===== src/rtl/alu_req_arbiter.sv =====
// Round-robin arbiter sharing one fixed-latency ALU between NREQ requesters.
// Each accepted operation returns exactly one tagged response on RSP_*, unless reset intervenes first.
module alu_req_arbiter #(
  parameter int NREQ = 4,
  parameter int DW   = 8,
  parameter int CW   = 4,
  parameter int LAT  = 2
) (
  input  logic                 CLK,
  input  logic                 RST,
  input  logic [NREQ-1:0]      REQ_VALID,
  output logic [NREQ-1:0]      REQ_READY,
  input  logic [NREQ*DW-1:0]   REQ_OPA,
  input  logic [NREQ*DW-1:0]   REQ_OPB,
  input  logic [NREQ-1:0]      REQ_CIN,
  input  logic [NREQ*CW-1:0]   REQ_CMD,
  input  logic [NREQ-1:0]      REQ_MODE,
  input  logic [NREQ*2-1:0]    REQ_INP_VALID,
  output logic                 ALU_CE,
  output logic [1:0]           ALU_INP_VALID,
  output logic [DW-1:0]        ALU_OPA,
  output logic [DW-1:0]        ALU_OPB,
  output logic                 ALU_CIN,
  output logic [CW-1:0]        ALU_CMD,
  output logic                 ALU_MODE,
  input  logic [2*DW-1:0]      ALU_RES,
  input  logic                 ALU_COUT,
  input  logic                 ALU_OFLOW,
  input  logic                 ALU_G,
  input  logic                 ALU_E,
  input  logic                 ALU_L,
  input  logic                 ALU_ERR,
  output logic                 RSP_VALID,
  input  logic                 RSP_READY,
  output logic [$clog2(NREQ)-1:0] RSP_ID,
  output logic [2*DW-1:0]      RSP_RES,
  output logic                 RSP_COUT,
  output logic                 RSP_OFLOW,
  output logic                 RSP_G,
  output logic                 RSP_E,
  output logic                 RSP_L,
  output logic                 RSP_ERR,
  output logic                 BUSY,
  output logic [1:0]           DBG_STATE
);

  localparam int PW   = $clog2(NREQ);
  localparam int CNTW = (LAT > 1) ? $clog2(LAT) : 1;

  // Handshakes: a transfer happens on the rising CLK edge where valid and ready are both high;
  // valid and payload must be held until that edge, and ready may depend combinationally on valid.
  typedef enum logic [1:0] {S_IDLE = 2'd0, S_ISSUE = 2'd1, S_WAIT = 2'd2, S_RESP = 2'd3} state_t;

  state_t          state_q, state_d;
  logic [PW-1:0]   ptr_q, ptr_d;
  logic [CNTW-1:0] cnt_q, cnt_d;
  logic            alu_ce_q, alu_ce_d;
  logic [1:0]      alu_inp_valid_q, alu_inp_valid_d;
  logic [DW-1:0]   alu_opa_q, alu_opa_d, alu_opb_q, alu_opb_d;
  logic            alu_cin_q, alu_cin_d, alu_mode_q, alu_mode_d;
  logic [CW-1:0]   alu_cmd_q, alu_cmd_d;
  logic            rsp_valid_q, rsp_valid_d;
  logic [PW-1:0]   rsp_id_q, rsp_id_d;
  logic [2*DW-1:0] rsp_res_q, rsp_res_d;
  logic            rsp_cout_q, rsp_cout_d, rsp_oflow_q, rsp_oflow_d;
  logic            rsp_g_q, rsp_g_d, rsp_e_q, rsp_e_d, rsp_l_q, rsp_l_d;
  logic            rsp_err_q, rsp_err_d;

  logic            gnt_found;
  logic [PW-1:0]   gnt_id;
  int              scan_idx;
  logic [PW-1:0]   scan_id;
  logic [DW-1:0]   sel_opa, sel_opb;
  logic            sel_cin, sel_mode;
  logic [CW-1:0]   sel_cmd;
  logic [1:0]      sel_inp_valid;

  // Search starts at ptr_q so the most recently served requester is always considered last.
  always_comb begin : grant_search
    gnt_found = 1'b0;
    gnt_id    = '0;
    scan_idx  = 0;
    scan_id   = '0;
    for (int k = 0; k < NREQ; k++) begin
      scan_idx = int'(ptr_q) + k;
      if (scan_idx >= NREQ) scan_idx = scan_idx - NREQ;
      scan_id = PW'(scan_idx);
      if (!gnt_found && REQ_VALID[scan_id]) begin
        gnt_found = 1'b1;
        gnt_id    = scan_id;
      end
    end
  end

  always_comb begin : payload_mux
    sel_opa       = '0;
    sel_opb       = '0;
    sel_cin       = 1'b0;
    sel_mode      = 1'b0;
    sel_cmd       = '0;
    sel_inp_valid = 2'b00;
    for (int i = 0; i < NREQ; i++) begin
      if (gnt_id == PW'(i)) begin
        sel_opa       = REQ_OPA[i*DW +: DW];
        sel_opb       = REQ_OPB[i*DW +: DW];
        sel_cin       = REQ_CIN[i];
        sel_mode      = REQ_MODE[i];
        sel_cmd       = REQ_CMD[i*CW +: CW];
        sel_inp_valid = REQ_INP_VALID[i*2 +: 2];
      end
    end
  end

  always_ff @(posedge CLK or negedge RST) begin : fsm_state
    if (!RST) state_q <= S_IDLE;
    else      state_q <= state_d;
  end

  always_comb begin : fsm_next
    state_d = state_q;
    case (state_q)
      S_IDLE:  if (gnt_found) state_d = (sel_inp_valid != 2'b00) ? S_ISSUE : S_RESP;
      S_ISSUE: state_d = S_WAIT;
      S_WAIT:  if (cnt_q == '0) state_d = S_RESP;
      S_RESP:  if (RSP_READY) state_d = S_IDLE;
      default: state_d = S_IDLE;
    endcase
  end

  always_comb begin : fsm_out
    REQ_READY = '0;
    if (state_q == S_IDLE && RST && gnt_found) REQ_READY[gnt_id] = 1'b1;
    BUSY      = (state_q != S_IDLE);
    DBG_STATE = state_q;
  end

  always_comb begin : datapath_next
    ptr_d           = ptr_q;
    cnt_d           = cnt_q;
    alu_ce_d        = alu_ce_q;
    alu_inp_valid_d = alu_inp_valid_q;
    alu_opa_d       = alu_opa_q;
    alu_opb_d       = alu_opb_q;
    alu_cin_d       = alu_cin_q;
    alu_cmd_d       = alu_cmd_q;
    alu_mode_d      = alu_mode_q;
    rsp_valid_d     = rsp_valid_q;
    rsp_id_d        = rsp_id_q;
    rsp_res_d       = rsp_res_q;
    rsp_cout_d      = rsp_cout_q;
    rsp_oflow_d     = rsp_oflow_q;
    rsp_g_d         = rsp_g_q;
    rsp_e_d         = rsp_e_q;
    rsp_l_d         = rsp_l_q;
    rsp_err_d       = rsp_err_q;
    case (state_q)
      S_IDLE: begin
        if (gnt_found) begin
          rsp_id_d = gnt_id;
          if (sel_inp_valid != 2'b00) begin
            alu_ce_d        = 1'b1;
            alu_inp_valid_d = sel_inp_valid;
            alu_opa_d       = sel_opa;
            alu_opb_d       = sel_opb;
            alu_cin_d       = sel_cin;
            alu_cmd_d       = sel_cmd;
            alu_mode_d      = sel_mode;
          end else begin
            // No operand is valid: answer with an error without touching the ALU.
            rsp_valid_d = 1'b1;
            rsp_res_d   = '0;
            rsp_cout_d  = 1'b0;
            rsp_oflow_d = 1'b0;
            rsp_g_d     = 1'b0;
            rsp_e_d     = 1'b0;
            rsp_l_d     = 1'b0;
            rsp_err_d   = 1'b1;
          end
        end
      end
      S_ISSUE: begin
        alu_inp_valid_d = 2'b00;
        cnt_d           = CNTW'(LAT - 1);
      end
      S_WAIT: begin
        if (cnt_q == '0) begin
          alu_ce_d    = 1'b0;
          rsp_valid_d = 1'b1;
          rsp_res_d   = ALU_RES;
          rsp_cout_d  = ALU_COUT;
          rsp_oflow_d = ALU_OFLOW;
          rsp_g_d     = ALU_G;
          rsp_e_d     = ALU_E;
          rsp_l_d     = ALU_L;
          rsp_err_d   = ALU_ERR;
        end else begin
          cnt_d = cnt_q - 1'b1;
        end
      end
      S_RESP: begin
        if (RSP_READY) begin
          rsp_valid_d = 1'b0;
          ptr_d       = (rsp_id_q == PW'(NREQ - 1)) ? '0 : rsp_id_q + 1'b1;
        end
      end
      default: ;
    endcase
  end

  always_ff @(posedge CLK or negedge RST) begin : datapath_regs
    if (!RST) begin
      ptr_q           <= '0;
      cnt_q           <= '0;
      alu_ce_q        <= 1'b0;
      alu_inp_valid_q <= 2'b00;
      alu_opa_q       <= '0;
      alu_opb_q       <= '0;
      alu_cin_q       <= 1'b0;
      alu_cmd_q       <= '0;
      alu_mode_q      <= 1'b0;
      rsp_valid_q     <= 1'b0;
      rsp_id_q        <= '0;
      rsp_res_q       <= '0;
      rsp_cout_q      <= 1'b0;
      rsp_oflow_q     <= 1'b0;
      rsp_g_q         <= 1'b0;
      rsp_e_q         <= 1'b0;
      rsp_l_q         <= 1'b0;
      rsp_err_q       <= 1'b0;
    end else begin
      ptr_q           <= ptr_d;
      cnt_q           <= cnt_d;
      alu_ce_q        <= alu_ce_d;
      alu_inp_valid_q <= alu_inp_valid_d;
      alu_opa_q       <= alu_opa_d;
      alu_opb_q       <= alu_opb_d;
      alu_cin_q       <= alu_cin_d;
      alu_cmd_q       <= alu_cmd_d;
      alu_mode_q      <= alu_mode_d;
      rsp_valid_q     <= rsp_valid_d;
      rsp_id_q        <= rsp_id_d;
      rsp_res_q       <= rsp_res_d;
      rsp_cout_q      <= rsp_cout_d;
      rsp_oflow_q     <= rsp_oflow_d;
      rsp_g_q         <= rsp_g_d;
      rsp_e_q         <= rsp_e_d;
      rsp_l_q         <= rsp_l_d;
      rsp_err_q       <= rsp_err_d;
    end
  end

  assign ALU_CE        = alu_ce_q;
  assign ALU_INP_VALID = alu_inp_valid_q;
  assign ALU_OPA       = alu_opa_q;
  assign ALU_OPB       = alu_opb_q;
  assign ALU_CIN       = alu_cin_q;
  assign ALU_CMD       = alu_cmd_q;
  assign ALU_MODE      = alu_mode_q;
  assign RSP_VALID     = rsp_valid_q;
  assign RSP_ID        = rsp_id_q;
  assign RSP_RES       = rsp_res_q;
  assign RSP_COUT      = rsp_cout_q;
  assign RSP_OFLOW     = rsp_oflow_q;
  assign RSP_G         = rsp_g_q;
  assign RSP_E         = rsp_e_q;
  assign RSP_L         = rsp_l_q;
  assign RSP_ERR       = rsp_err_q;

endmodule


===== config.mk =====
export PLATFORM = sky130hd
export DESIGN_NAME = alu_req_arbiter
export DESIGN_NICKNAME = d
export VERILOG_FILES = /design/src/rtl/alu_req_arbiter.sv
export SDC_FILE = /design/constraint.sdc
export NUM_CORES = 1
export LEC_CHECK = 0
export ABC_CLOCK_PERIOD_IN_PS = 3100
export BUFFER_PORTS_ARGS = -buffer_cell sky130_fd_sc_hd__buf_2
export CELL_PAD_IN_SITES_DETAIL_PLACEMENT = 1
export CELL_PAD_IN_SITES_GLOBAL_PLACEMENT = 1
export CORE_MARGIN = 8
export CORE_UTILIZATION = 25
export DETAILED_ROUTE_END_ITERATION = 12
export GPL_TIMING_DRIVEN = 0
export PLACE_DENSITY_LB_ADDON = 0.1
export SYNTH_ARGS = -nofsm -noshare
export SYNTH_HDL_FRONTEND = slang
export SYNTH_SLANG_ARGS = --single-unit

===== constraint.sdc =====
create_clock -name CLK -period 3.1 [get_ports CLK]
set_input_delay 0.775 -clock CLK [delete_from_list [all_inputs] [get_ports CLK]]
set_output_delay 0.775 -clock CLK [all_outputs]
set_load 0.03 [all_outputs]

### Word-level counts from Yosys, hierarchy flattened

Index checks and enable logic that the tools add are counted.

| storage, ports and cells | value |
|---|---|
| flip-flop bits (word level) | 55 |
| input bits | 125 |

| cells by class | value |
|---|---|
| add/sub/neg operators | 9 |
| $lt $le $gt $ge | 10 |
| eq/ne operators | 12 |
| multiplexer cells | 85 |
| reduce and logical (&&, ||, !) cells | 25 |

Operator list:

| operator | number |
|---|---|
| 8-bit 2-to-1 mux | 8 |
| 16-bit 2-to-1 mux | 3 |
| 2-bit 2-to-1 mux | 19 |
| 1-bit 2-to-1 mux | 33 |
| 16-bit case mux with 2 select lines | 1 |
| 4-bit 2-to-1 mux | 5 |
| 1-bit case mux with 2 select lines | 8 |
| 2-bit by 3-bit < comparator with 1-bit output (second input constant) | 5 |
| 2-bit equality test (second input constant) | 5 |
| 2-bit != test (second input constant) | 5 |
| 2-bit nonzero test | 5 |
| 3-bit greater-or-equal comparator (second input constant) | 3 |
| 3-bit AND reduction | 3 |
| 1-bit binary-select mux with 2-bit select | 4 |
| 2-bit case mux with 4 select lines | 1 |
| 4-bit AND reduction | 2 |
| 2-bit by 1-bit subtractor with 2-bit output (second input constant) | 4 |
| 2-bit by 2-bit adder with 3-bit output (second input constant) | 2 |
| 1-bit logical AND | 6 |
| 5-bit AND reduction | 1 |
| 2-bit by 1-bit equality test with 1-bit output (second input constant) | 2 |
| 2-bit zero test | 2 |
| 2-bit case mux with 2 select lines | 1 |
| 2-bit AND reduction | 2 |
| other kinds (9) | 11 |

### Logic depth before layout (Yosys ltp)

| depth | value |
|---|---|
| word-level depth | 23 |
| mapped depth | 10 |

### Worst setup path after synthesis

Ideal clock, no wire load.

| timing | value |
|---|---|
| kind | input -> output |
| start | in REQ_VALID[3] |
| end | out REQ_READY[1] |
| arrival time | 2.470 ns |
| required time | 2.325 ns |
| path slack | -0.145 ns |
| stages on the path | 6 |
| buffers on the path | 2 |
| cells stage by stage | inv_1 and3_1 or3_1 clkbuf_1 clkbuf_1 nor3_1 |

| on the way | value |
|---|---|
| longest elaborated chain between the ends | 17 |
| elaborated cells between the ends (all ways) | 29 |
| classes of those cells | order compare (2); mux (19); reduce/logical (8) |

Ends and longest elaborated chain:

| what | line | source |
|---|---|---|
| start, declared | 11 | `input logic [NREQ-1:0] REQ_VALID,` |
| 1-bit binary-select mux with 2-bit select | 88 | `if (!gnt_found && REQ_VALID[scan_id]) begin` |
| 1-bit 2-to-1 mux (implied by the code) | 88 |  |
| 1-bit 2-to-1 mux | 88 |  |
| 1-bit zero test | 88 |  |
| 1-bit logical AND | 88 |  |
| 1-bit 2-to-1 mux | 88 |  |
| 1-bit zero test | 88 |  |
| 1-bit logical AND | 88 |  |
| 1-bit 2-to-1 mux | 88 |  |
| 1-bit zero test | 88 |  |
| 1-bit logical AND | 88 |  |
| 2-bit 2-to-1 mux | 88 |  |
| 2-bit by 3-bit < comparator with 1-bit output (implied by the code) or 2-bit by 1-bit greater-or-equal comparator with 1-bit output (tied branches) | 132 | `if (state_q == S_IDLE && RST && gnt_found) REQ_READY[gnt_id] = 1'b1;` |
| 1-bit logical AND (implied by the code) | 132 |  |
| 1-bit 2-to-1 mux (implied by the code) | 132 |  |
| 1-bit demux with 2-bit select | 132 |  |
| 4-bit 2-to-1 mux * | 132 |  |
| end, declared | 12 | `output logic [NREQ-1:0] REQ_READY,` |

Every way passes the cells marked *; elsewhere a longest branch is shown, timed or not. The select of a mux whose other input is x is not followed.

### Worst setup path after layout

| timing | value |
|---|---|
| start | in REQ_VALID[0] |
| end | out REQ_READY[1] |

Same word-level chain as after synthesis.

==> flow_summary.json <==
{
  "cts-root-buf": "clkbuf_16",
  "fin_crit_sh_pct": 96.0,
  "clk_pin_slew_worst_paths_ns": 0.08,
  "overflow": 0,
  "dp_hpwl_um": 10300,
  "via_per_inst": 4.60,
  "hold_buffers": 0,
  "rsz0062_at_grt": "no",
  "drc": 0,
  "drtIter0Drc": 76,
  "hold_viol_final": 0,
  "drive_gt1_share_pct": 36.0,
  "hold_slack_ns": 0.435,
  "crit_type": "input port to output pin",
  "syn-instance-count": 401,
  "wl_per_cell_um": 17.0,
  "netlist_area_um2": 3180,
  "max_cap_violations": 0,
  "cts_max_level": 2,
  "ys_seq_area_share_pct": 43.3,
  "antenna_found_initial": 3,
  "maxSlewHeadroom_pct": 63.0,
  "crit-reg2reg-launch": "ptr_q[1]$_DFFE_PN0P_",
  "syn_avg_cell_area_um2": 7.93,
  "crit_top_cell": "buf_2",
  "reg2reg_depth": 11,
  "cp_max_fo": 10,
  "yosysTopAreaCell": "dfrtp_1",
  "grt_max_degree": 57,
  "fmax_ghz": 0.336,
  "synth_area_leaders": "dfrtp_1 (43%), nand2_1 (16%), nand3_1 (6.8%), o2bb2ai_1 (5.8%), o21ai_0 (5.3%)",
  "ir_drop_uv": 280,
  "die_h_um": 129,
  "yosysUniqueCellTypes": 36,
  "synth_seq_cells": 55,
  "row_count": 41,
  "port-buffer-count": 181,
  "ioPinCount": 182,
  "finalInstanceArea_um2": 4500,
  "critPathArrivalTime_ns": 2.20,
  "period_needed_ns": 2.98,
  "routabilityCongestion": 0.756,
  "cts_num_sinks": 55,
  "start_util_pct": 25.4,
  "worst_ep_required_time_ns": 2.32,
  "dr_total_vias": 3500,
  "layout_common_cells": "buf_2 (185), nand2_1 (136), dfrtp_1 (55)",
  "die_w_um": 129,
  "critPathLaunchType": "input port",
  "grt_usage_pct": 15.6,
  "critPathMaxStageDelay_ns": 0.25,
  "insertedDiodeCount": 0,
  "clk_path_buf_depth": 2,
  "placed_area_um2": 4300,
  "antenna_left": 0,
  "yosysWarnings": 0,
  "power_density_nw_per_um2": 1070,
  "cts_buffers": 5,
  "critPathSlowestCell": "o2bb2a_1",
  "core-area_um2": 12500,
  "syn-num-nets": 533,
  "final_common_cell": "buf_2",
  "critPathCaptureType": "output pin",
  "routed_wl_um": 12900,
  "synth_edf_count": 0,
  "tightestPinTransition_ns": 0.554,
  "fin_worst_skew_ns": 0.0105,
  "firstDrtPassIters": 4,
  "first_global_vias": 3886,
  "async_flop_share_pct": 100,
  "status": "completed",
  "slew_viol_final": 0,
  "synth-main-ff-cell": "dfrtp_1",
  "critPathLaunch": "REQ_VALID[0]",
  "syn_to_final_growth_pct": 41.5,
  "synth_top_area_share_pct": 43.3,
  "tritoncts": "yes",
  "dieArea_um2": 16600,
  "nets": 720,
  "r2r_slack_ns": 0.60,
  "path_cells": "buf_2 -> a21oi_1 -> o21ai_0 -> o2bb2a_1 -> buf_2 -> clkbuf_4 -> nor3_1 -> buf_4",
  "clk_latency_ns": 0.30,
  "fin_util_pct": 36.0,
  "timing.rr.end": "ALU_OPB[7]$_DFFE_PN0P_",
  "leakagePower_uw": 0.00235,
  "grt_pass1_wl_um": 20500,
  "min_path_type": "input port to async pin",
  "finalSetupViolCount": 0
}
==> cell usage after synthesis (5+ instances only) <==
cell         n
o21ai_1     19
dfrtp_1     55
clkbuf_1    17
o21ai_0     34
nand3_1     43
nand2_1    136
o2bb2ai_1   21
mux2i_1      7
nor2_1       6
buf_2        5
inv_1        8
ha_1         7
==> kinds of logic (layout without fill, tap and decap cells) <==
group	Yosys count	count (layout)	share of synthesized area [%]
simple gates	200	200	26.7
compound gates	90	90	18.0
flops	55	55	43.3
buf+inv	38	226	5.62
mux	11	11	3.62
fa+ha+maj	7	7	2.75
==> how the worst max path moves through the flow <==
stage | end | depth (start not counted) | slack (ns)
after floorplan | REQ_READY[1] | 6 | -0.15
after global placement | REQ_READY[3] | 4 | -0.38
after detailed placement | REQ_READY[0] | 4 | -0.40
after CTS | REQ_READY[0] | 8 | 0.02
after global routing | REQ_READY[1] | 8 | 0.02
final | REQ_READY[1] | 8 | 0.12
==> what timing repair did <==
action                                 in CTS  in global routing
gates cloned                                0                  0
buffers inserted                            1                  0
setup endpoints to repair                   4                  4
pin swaps                                   1                  0
gates resized for setup                     8                  7
endpoints found under the hold margin       0                  0
==> critical path: cells and delay by family <==
kind	cells	cell delay [ns]
and+or+nand+nor	1	0.21
AOI/OAI and AO/OA	3	0.47
buffers and inverters	4	0.73
==> routing by layer <==
metal  up-vias  global-route usage, %  part of all wire (%)  wire length [um]
li1       1735                      -                     -                 -
met1      1618                   18.7                    43              5590
met2       128                   25.7                    46              5970
met3        13                   6.08                   9.3              1200
met4         6                   3.52                   1.2               149
met5         -                      0                  0.26                33
==> through the flow <==
step | cells | setup WS (ns) | power [uW] | setup TNS [ns]
detailed placement | 754 | -0.399 | 4230 | -1.57
global placement | 754 | -0.383 | 4180 | -1.52
CTS | 761 | 0.0217 | 4940 | 0
global route | 761 | 0.0225 | 5260 | 0
floorplan | 401 | -0.145 | 3260 | -0.290
finish | 761 | 0.124 | 4840 | 0
==> area by class of cell <==
class,instances,area (um2)
fill,1650,8010
multi-input combinational,308,1640
sequential,55,1380
timing repair buffer,182,925
tap,172,215
buffer,28,149
clock buffer,5,125
clock inverter,3,46.3
inverter,8,30.0
==> flip-flops by register name, summed over array words and instances, names as in the netlist, 2 cells and up <==
signal and count:
ALU_OPB 8, ptr_q 2, RSP_RES 16, RSP_ID 2
ALU_OPA 8, ALU_CMD 4, ALU_INP_VALID 2, DBG_STATE 2
==> where the power goes <==
| group | switching, uW | internal, uW |
|---|---|---|
| sequential | 195 | 1050 |
| clock | 284 | 385 |
| combinational | 1970 | 957 |
| total | 2440 | 2390 |
(Power assumes the default switching activity.)
